## config.mk

```make
export PLATFORM = sky130hd
export DESIGN_NAME = mem_access_stage
export DESIGN_NICKNAME = d
export VERILOG_FILES = /design/src/rtl/mem_pkg.sv /design/src/rtl/mem_access_stage_load_align.sv /design/src/rtl/mem_access_stage.sv
export SDC_FILE = /design/constraint.sdc
export NUM_CORES = 1
export LEC_CHECK = 0
export CAP_MARGIN = 5
export CORE_AREA = 5 5 144 146
export DETAILED_ROUTE_END_ITERATION = 10
export DIE_AREA = 0 0 149 151
export DONT_BUFFER_PORTS = 1
export GPL_TIMING_DRIVEN = 0
export HOLD_SLACK_MARGIN = 0.1
export SLEW_MARGIN = 0
export SYNTH_ARGS = -nofsm -noshare
export SYNTH_HDL_FRONTEND = slang
export SYNTH_SLANG_ARGS = --single-unit
```

## constraint.sdc

```tcl
create_clock -name clk -period 8.9 [get_ports clk]
set_input_delay 2.225 -clock clk [delete_from_list [all_inputs] [get_ports clk]]
set_output_delay 2.225 -clock clk [all_outputs]
set_load 0.05 [all_outputs]
```

## src/rtl/mem_pkg.sv

```systemverilog
// Shared types for the MEM pipeline stage: access sizes, handshake FSM states,
// the MEM/WB control bundle and the alignment rule.
package mem_pkg;

    typedef enum logic [1:0] {
        MEM_B = 2'd0,
        MEM_H = 2'd1,
        MEM_W = 2'd2,
        MEM_D = 2'd3
    } mem_size_e;

    typedef enum logic {
        IDLE = 1'b0,
        RESP = 1'b1
    } mem_state_e;

    typedef struct packed {
        logic        valid;
        logic        reg_write;
        logic        misalign;
        logic [31:0] ir;
    } mem_wb_ctrl_t;

    // Low three address bits decide alignment; a dword is only legal on a 64-bit datapath.
    function automatic logic addr_misaligned(input mem_size_e size, input logic [2:0] low,
                                             input logic dword_ok);
        logic bad;
        case (size)
            MEM_B:   bad = 1'b0;
            MEM_H:   bad = low[0];
            MEM_W:   bad = |low[1:0];
            default: bad = ~dword_ok | (|low);
        endcase
        return bad;
    endfunction

endpackage

```

## src/rtl/mem_access_stage_load_align.sv

```systemverilog
// Load lane extraction: shift the addressed bytes of a memory word down to bit 0,
// then sign- or zero-extend to the datapath width.
module load_align
    import mem_pkg::*;
#(
    parameter int XLEN = 32
) (
    input  logic [XLEN-1:0]              rdata,
    input  logic [$clog2(XLEN/8)-1:0]    offset,
    input  mem_size_e                    size,
    input  logic                         is_unsigned,
    output logic [XLEN-1:0]              data
);

    logic [XLEN-1:0] shifted;

    assign shifted = rdata >> {offset, 3'b000};

    always_comb begin
        // NOTE: every output of a combinational block gets a default first, so no path can infer a latch.
        data = shifted;
        case (size)
            MEM_B:   data = is_unsigned ? XLEN'(shifted[7:0])  : XLEN'($signed(shifted[7:0]));
            MEM_H:   data = is_unsigned ? XLEN'(shifted[15:0]) : XLEN'($signed(shifted[15:0]));
            MEM_W:   data = is_unsigned ? XLEN'(shifted[31:0]) : XLEN'($signed(shifted[31:0]));
            default: data = shifted;
        endcase
    end

endmodule

```

## src/rtl/mem_access_stage.sv

```systemverilog
// MEM pipeline stage: sized/aligned data-memory access over a req/gnt/rvalid
// handshake, store-data forwarding, pipeline stall and the MEM/WB register.
module mem_access_stage
    import mem_pkg::*;
#(
    parameter int XLEN    = 32,
    parameter int NUM_FWD = 2
) (
    input  logic                    clk,
    input  logic                    reset,
    input  logic                    ex_valid,
    input  logic [31:0]             ex_ir,
    input  logic [XLEN-1:0]         ex_alu_out,
    input  logic [XLEN-1:0]         ex_b,
    input  logic                    ex_load,
    input  logic                    ex_store,
    input  logic [1:0]              ex_size,
    input  logic                    ex_unsigned,
    input  logic                    ex_reg_write,
    input  logic [NUM_FWD-1:0]      fwd_en,
    input  logic [NUM_FWD*XLEN-1:0] fwd_data,
    output logic                    mem_req,
    output logic                    mem_we,
    output logic [XLEN-1:0]         mem_addr,
    output logic [XLEN/8-1:0]       mem_be,
    output logic [XLEN-1:0]         mem_wdata,
    input  logic                    mem_gnt,
    input  logic                    mem_rvalid,
    input  logic [XLEN-1:0]         mem_rdata,
    output logic                    stall,
    output logic                    wb_valid,
    output logic                    wb_reg_write,
    output logic                    wb_misalign,
    output logic [31:0]             wb_ir,
    output logic [XLEN-1:0]         wb_alu_out,
    output logic [XLEN-1:0]         wb_load_data
);

    localparam int NB   = XLEN / 8;
    localparam int OFFW = $clog2(NB);

    mem_state_e      state, state_n;
    mem_size_e       size;
    logic [OFFW-1:0] offset;
    logic            mem_op, misaligned;
    logic [XLEN-1:0] store_data, load_data;
    mem_wb_ctrl_t    wb_ctrl;
    logic [XLEN-1:0] wb_alu_q, wb_load_q;

    assign size       = mem_size_e'(ex_size);
    assign offset     = ex_alu_out[OFFW-1:0];
    assign mem_op     = ex_valid & (ex_load | ex_store);
    assign misaligned = mem_op & addr_misaligned(size, ex_alu_out[2:0], XLEN == 64);

    // Reset gates the handshake outputs so nothing escapes while the pipe is being cleared.
    assign mem_req  = ~reset & (state == IDLE) & mem_op & ~misaligned;
    assign mem_we   = ex_store;
    assign mem_addr = {ex_alu_out[XLEN-1:OFFW], {OFFW{1'b0}}};
    assign stall    = ~reset & (((state == IDLE) & mem_req & (~mem_gnt | ex_load)) |
                                ((state == RESP) & ~mem_rvalid));

    always_comb begin
        store_data = ex_b;
        // Walk from the highest index down so the lowest enabled source is written last and wins.
        for (int i = NUM_FWD - 1; i >= 0; i--) begin
            if (fwd_en[i]) store_data = fwd_data[i*XLEN +: XLEN];
        end
    end

    always_comb begin
        mem_be    = '0;
        mem_wdata = '0;
        case (size)
            MEM_B: begin
                mem_be    = NB'(1) << offset;
                mem_wdata = {NB{store_data[7:0]}};
            end
            MEM_H: begin
                mem_be    = NB'(3) << offset;
                mem_wdata = {(NB/2){store_data[15:0]}};
            end
            MEM_W: begin
                mem_be    = NB'(15) << offset;
                mem_wdata = {(NB/4){store_data[31:0]}};
            end
            default: begin
                mem_be    = '1;
                mem_wdata = store_data;
            end
        endcase
    end

    load_align #(.XLEN(XLEN)) u_load_align (
        .rdata       (mem_rdata),
        .offset      (offset),
        .size        (size),
        .is_unsigned (ex_unsigned),
        .data        (load_data)
    );

    always_comb begin
        state_n = state;
        case (state)
            IDLE: if (mem_req && mem_gnt && ex_load) state_n = RESP;
            RESP: if (mem_rvalid) state_n = IDLE;
            default: state_n = IDLE;
        endcase
    end

    always_ff @(posedge clk or posedge reset) begin
        // NOTE: sequential state uses non-blocking assignments so every register samples pre-edge values.
        if (reset) state <= IDLE;
        else       state <= state_n;
    end

    always_ff @(posedge clk or posedge reset) begin
        if (reset) begin
            wb_ctrl   <= '0;
            wb_alu_q  <= '0;
            wb_load_q <= '0;
        end else if (stall) begin
            wb_ctrl.valid <= 1'b0;
        end else begin
            wb_ctrl   <= '{valid:     ex_valid,
                           reg_write: ex_reg_write & ~misaligned,
                           misalign:  misaligned,
                           ir:        ex_ir};
            wb_alu_q  <= ex_alu_out;
            wb_load_q <= (ex_valid & ex_load & ~misaligned) ? load_data : '0;
        end
    end

    assign wb_valid     = wb_ctrl.valid;
    assign wb_reg_write = wb_ctrl.reg_write;
    assign wb_misalign  = wb_ctrl.misalign;
    assign wb_ir        = wb_ctrl.ir;
    assign wb_alu_out   = wb_alu_q;
    assign wb_load_data = wb_load_q;

endmodule

```

==> results of run 1 <==
[logic make-up after synthesis]
group	synth area share, %
muxes	25.55
other	0.06282
adders and majority gates	0.8384
buffers and inverters	8.887
DFF	41.92
and+or+nand+nor	8.992
AOI/OAI and AO/OA	13.75
[synthesized netlist by cell type, types with 2 or more instances]
cell type | n | area share (%)
a32o_1 | 9 | 1.5
a21o_1 | 2 | 0.25
clkbuf_1 | 16 | 1.0
buf_2 | 13 | 1.1
o31ai_1 | 8 | 1.0
a21oi_1 | 17 | 1.4
nor2b_1 | 4 | 0.42
nand2b_1 | 2 | 0.21
or2_2 | 2 | 0.21
dfrtp_1 | 100 | 42
nand3_1 | 9 | 0.75
nor4_1 | 2 | 0.21
nand2_1 | 69 | 4.3
o21bai_1 | 2 | 0.25
buf_1 | 2 | 0.13
o211ai_1 | 14 | 1.8
o21ai_0 | 34 | 2.9
o2bb2ai_1 | 22 | 3.2
inv_1 | 15 | 0.94
nor2_1 | 29 | 1.8
ha_1 | 4 | 0.84
mux2_2 | 81 | 15
mux2i_1 | 59 | 9.9
buf_4 | 41 | 5.2
buf_6 | 3 | 0.57
[through the flow]
| step | hold WS [ns] | setup slack, ns |
|---|---|---|
| floorplan | 0.5093 | 1.268 |
| global placement | 0.5272 | 0.09535 |
| detailed placement | 0.5634 | 1.937 |
| CTS | 0.5801 | 1.938 |
| global route | 0.6149 | 1.690 |
| finish | 0.5927 | 1.708 |
[sequential cells by signal, indices dropped and copies added (netlist names)]
register,cells
wb_alu_out,32
wb_misalign,1
wb_ir,32
wb_reg_write,1
state,1
wb_valid,1
wb_load_data,32
[layout make-up]
class,count,area [µm²]
antenna,1,2.502
buffer,75,474.2
clock buffer,9,225.2
clock inverter,7,77.57
fill,2014,12520
inverter,15,58.81
multi-input combinational,388,2947
sequential,100,2502
tap,265,331.6
timing repair buffer,15,128.9
[power groups by stage]
| stage | registers, mW | clock network [mW] | logic (mW) |
|---|---|---|---|
| global route | 0.605 | 0.428 | 0.305 |
| global placement | 0.612 | 0 | 0.274 |
| CTS | 0.603 | 0.409 | 0.287 |
| floorplan | 0.601 | 0 | 0.237 |
| finish | 0.602 | 0.395 | 0.286 |
| detailed placement | 0.613 | 0 | 0.286 |
[metal layers]
metal | GRT usage (%) | part of all wire (%) | vias to the layer above
met3 | 7.121 | 9.5 | 27
li1 | - | - | 2090
met4 | 4.714 | 1.9 | 2
met2 | 26.50 | 45 | 215
met5 | 0 | 0.032 | -
met1 | 25.29 | 43 | 2315
[critical path: cells and delay by family]
| kind | cells | cell delay, ns |
|---|---|---|
| buffers and inverters | 3 | 1.56 |
| AOI/OAI and AO/OA | 2 | 1.17 |
[final timing paths]
kind,endpoint,depth (start not counted),startpoint
max,mem_wdata[27],5,fwd_en[0]
max in group asynchronous,wb_ir[27],2,reset
min,state,1,state
min in group asynchronous,wb_ir[18],1,reset
min reg2reg,state,1,state
max reg2reg,wb_load_data[16],6,state
==> impl_metrics.env, run 1 <==
export IMPL_status="completed"
export IMPL_cp_data_required_time_ns=6.68
export IMPL_mostFrequentLayoutCells="dfrtp_1 (100), mux2_2 (81), nand2_1 (69)"
export IMPL_route_detailed_drc=0
export IMPL_final_util_pct=35.01
export IMPL_core_area_mm2=0.01927
export IMPL_ir_drop_mv=0.1086
export IMPL_place_gp_congestion=1.023
export IMPL_htree_levels=3
export IMPL_wl_per_cell_um=24.69
export IMPL_dpl_cell_area_mm2=0.006442
export IMPL_grt_max_degree=59
export IMPL_synthFlopType="dfrtp_1"
export IMPL_fin_nets=813
export IMPL_hold_path_class="reg2reg"
export IMPL_rsz0062_at_grt="no"
export IMPL_synthCells=577
export IMPL_fin_crit_sh_pct=80.81
export IMPL_final_area_mm2=0.006748
export IMPL_viasPerCell=5.313
export IMPL_pwr_share_clk_pct=30.8
export IMPL_cp_end_kind="output port"
export IMPL_dp_hpwl_mm=17.84
export IMPL_cts_root_buf="clkbuf_16"
export IMPL_drv_slew=0
export IMPL_slew_limit_headroom_pct=15.20
export IMPL_critical_path_class="in2out"
export IMPL_drive_gt1_share_pct=28.24
export IMPL_switching_share_pct=40.16
export IMPL_cp_arrival_ns=4.97
export IMPL_crit_path_cell_trace="clkbuf_1 -> clkbuf_1 -> buf_1 -> a21oi_1 -> o211ai_1"
export IMPL_area_delta_synth_final_pct=13.04
export IMPL_die_w_um=149
export IMPL_ios=375
export IMPL_p_int_uw=767.6
export IMPL_grt_pass1_vias=4684
export IMPL_finClkSkew_ns=0.008319
export IMPL_grt_pass1_wl_mm=30.75
export IMPL_tightestPinTransition_ns=1.266
export IMPL_die_area_mm2=0.02250
export IMPL_cts_tree="yes"
export IMPL_finalHoldViolCount=0
export IMPL_antenna_found_initial=2
export IMPL_ctsResizeCount=0
export IMPL_p_total_mw=1.283
export IMPL_pwr_share_comb_pct=22.3
export IMPL_layout_commonest_cell="dfrtp_1"
export IMPL_rrSetupSlack_ns=7.14
export IMPL_async_flop_share_pct=100.0
export IMPL_path_max_fanout=10
export IMPL_ant_nets=0
export IMPL_setup_viol=0
export IMPL_maxCapViolations=0
export IMPL_p_per_area_mw_per_mm2=190.1
export IMPL_clk_latency_ns=0.35
export IMPL_seq_power_share_pct=46.9
export IMPL_fmax_mhz=139.0
export IMPL_critical_path_max_stage_delay_ns=1.02
export IMPL_drt_initial_drc_count=262
export IMPL_firstDrtPassIters=5
export IMPL_numCtsBuffers=9
export IMPL_dieHeight_um=151
export IMPL_cts_max_path_buffers=2
export IMPL_fin_crit_ns=7.192
export IMPL_fin_cells=875
export IMPL_yosysWarnings=0
export IMPL_grt_overflow_total=0
export IMPL_synth_cell_types=43
export IMPL_ys_seq_area_share_pct=41.92
export IMPL_start_util_pct=30.98
export IMPL_synth_seq_cells=100
export IMPL_postCtsSetupBuffers=0
export IMPL_synth_edff_count=0
export IMPL_wirelength_mm=21.61
export IMPL_grt_util_all_layers_pct=18.19
export IMPL_clock_sinks=100
export IMPL_cp_start_kind="primary input"
export IMPL_dp_cells=858
export IMPL_ctsHoldBuffers=0
export IMPL_leakagePower_nw=2.956
export IMPL_syn_area_mm2=0.005969
export IMPL_row_count=51
export IMPL_vias=4649
export IMPL_tns_ns=0
export IMPL_synth_area_per_cell_um2=10.35
export IMPL_cpMostUsedCell="clkbuf_1"
export IMPL_p_switching_uw=515.2
export IMPL_cpMaxStageDelayCell="o211ai_1"
export IMPL_io_buffers=0
export IMPL_path_clk_slew_ns=0.07
No activity file was read; power rests on OpenSTA's default activity.
==> run 2, diff against run 1 <==
clock period = 6.7 ns   (was 8.9 ns; I/O delays follow)
==> results of run 2 <==
The final DEF is identical to that of run 1. Status: completed.
Main changes from that run: setup slack after placement 1.937 ns -> 0.8369 ns; setup slack after layout 1.708 ns -> 0.6081 ns; register-to-register setup slack 7.14 ns -> 4.94 ns; total power 1.283 mW -> 1.704 mW; worst IR drop on VDD 0.1086 mV -> 0.1442 mV
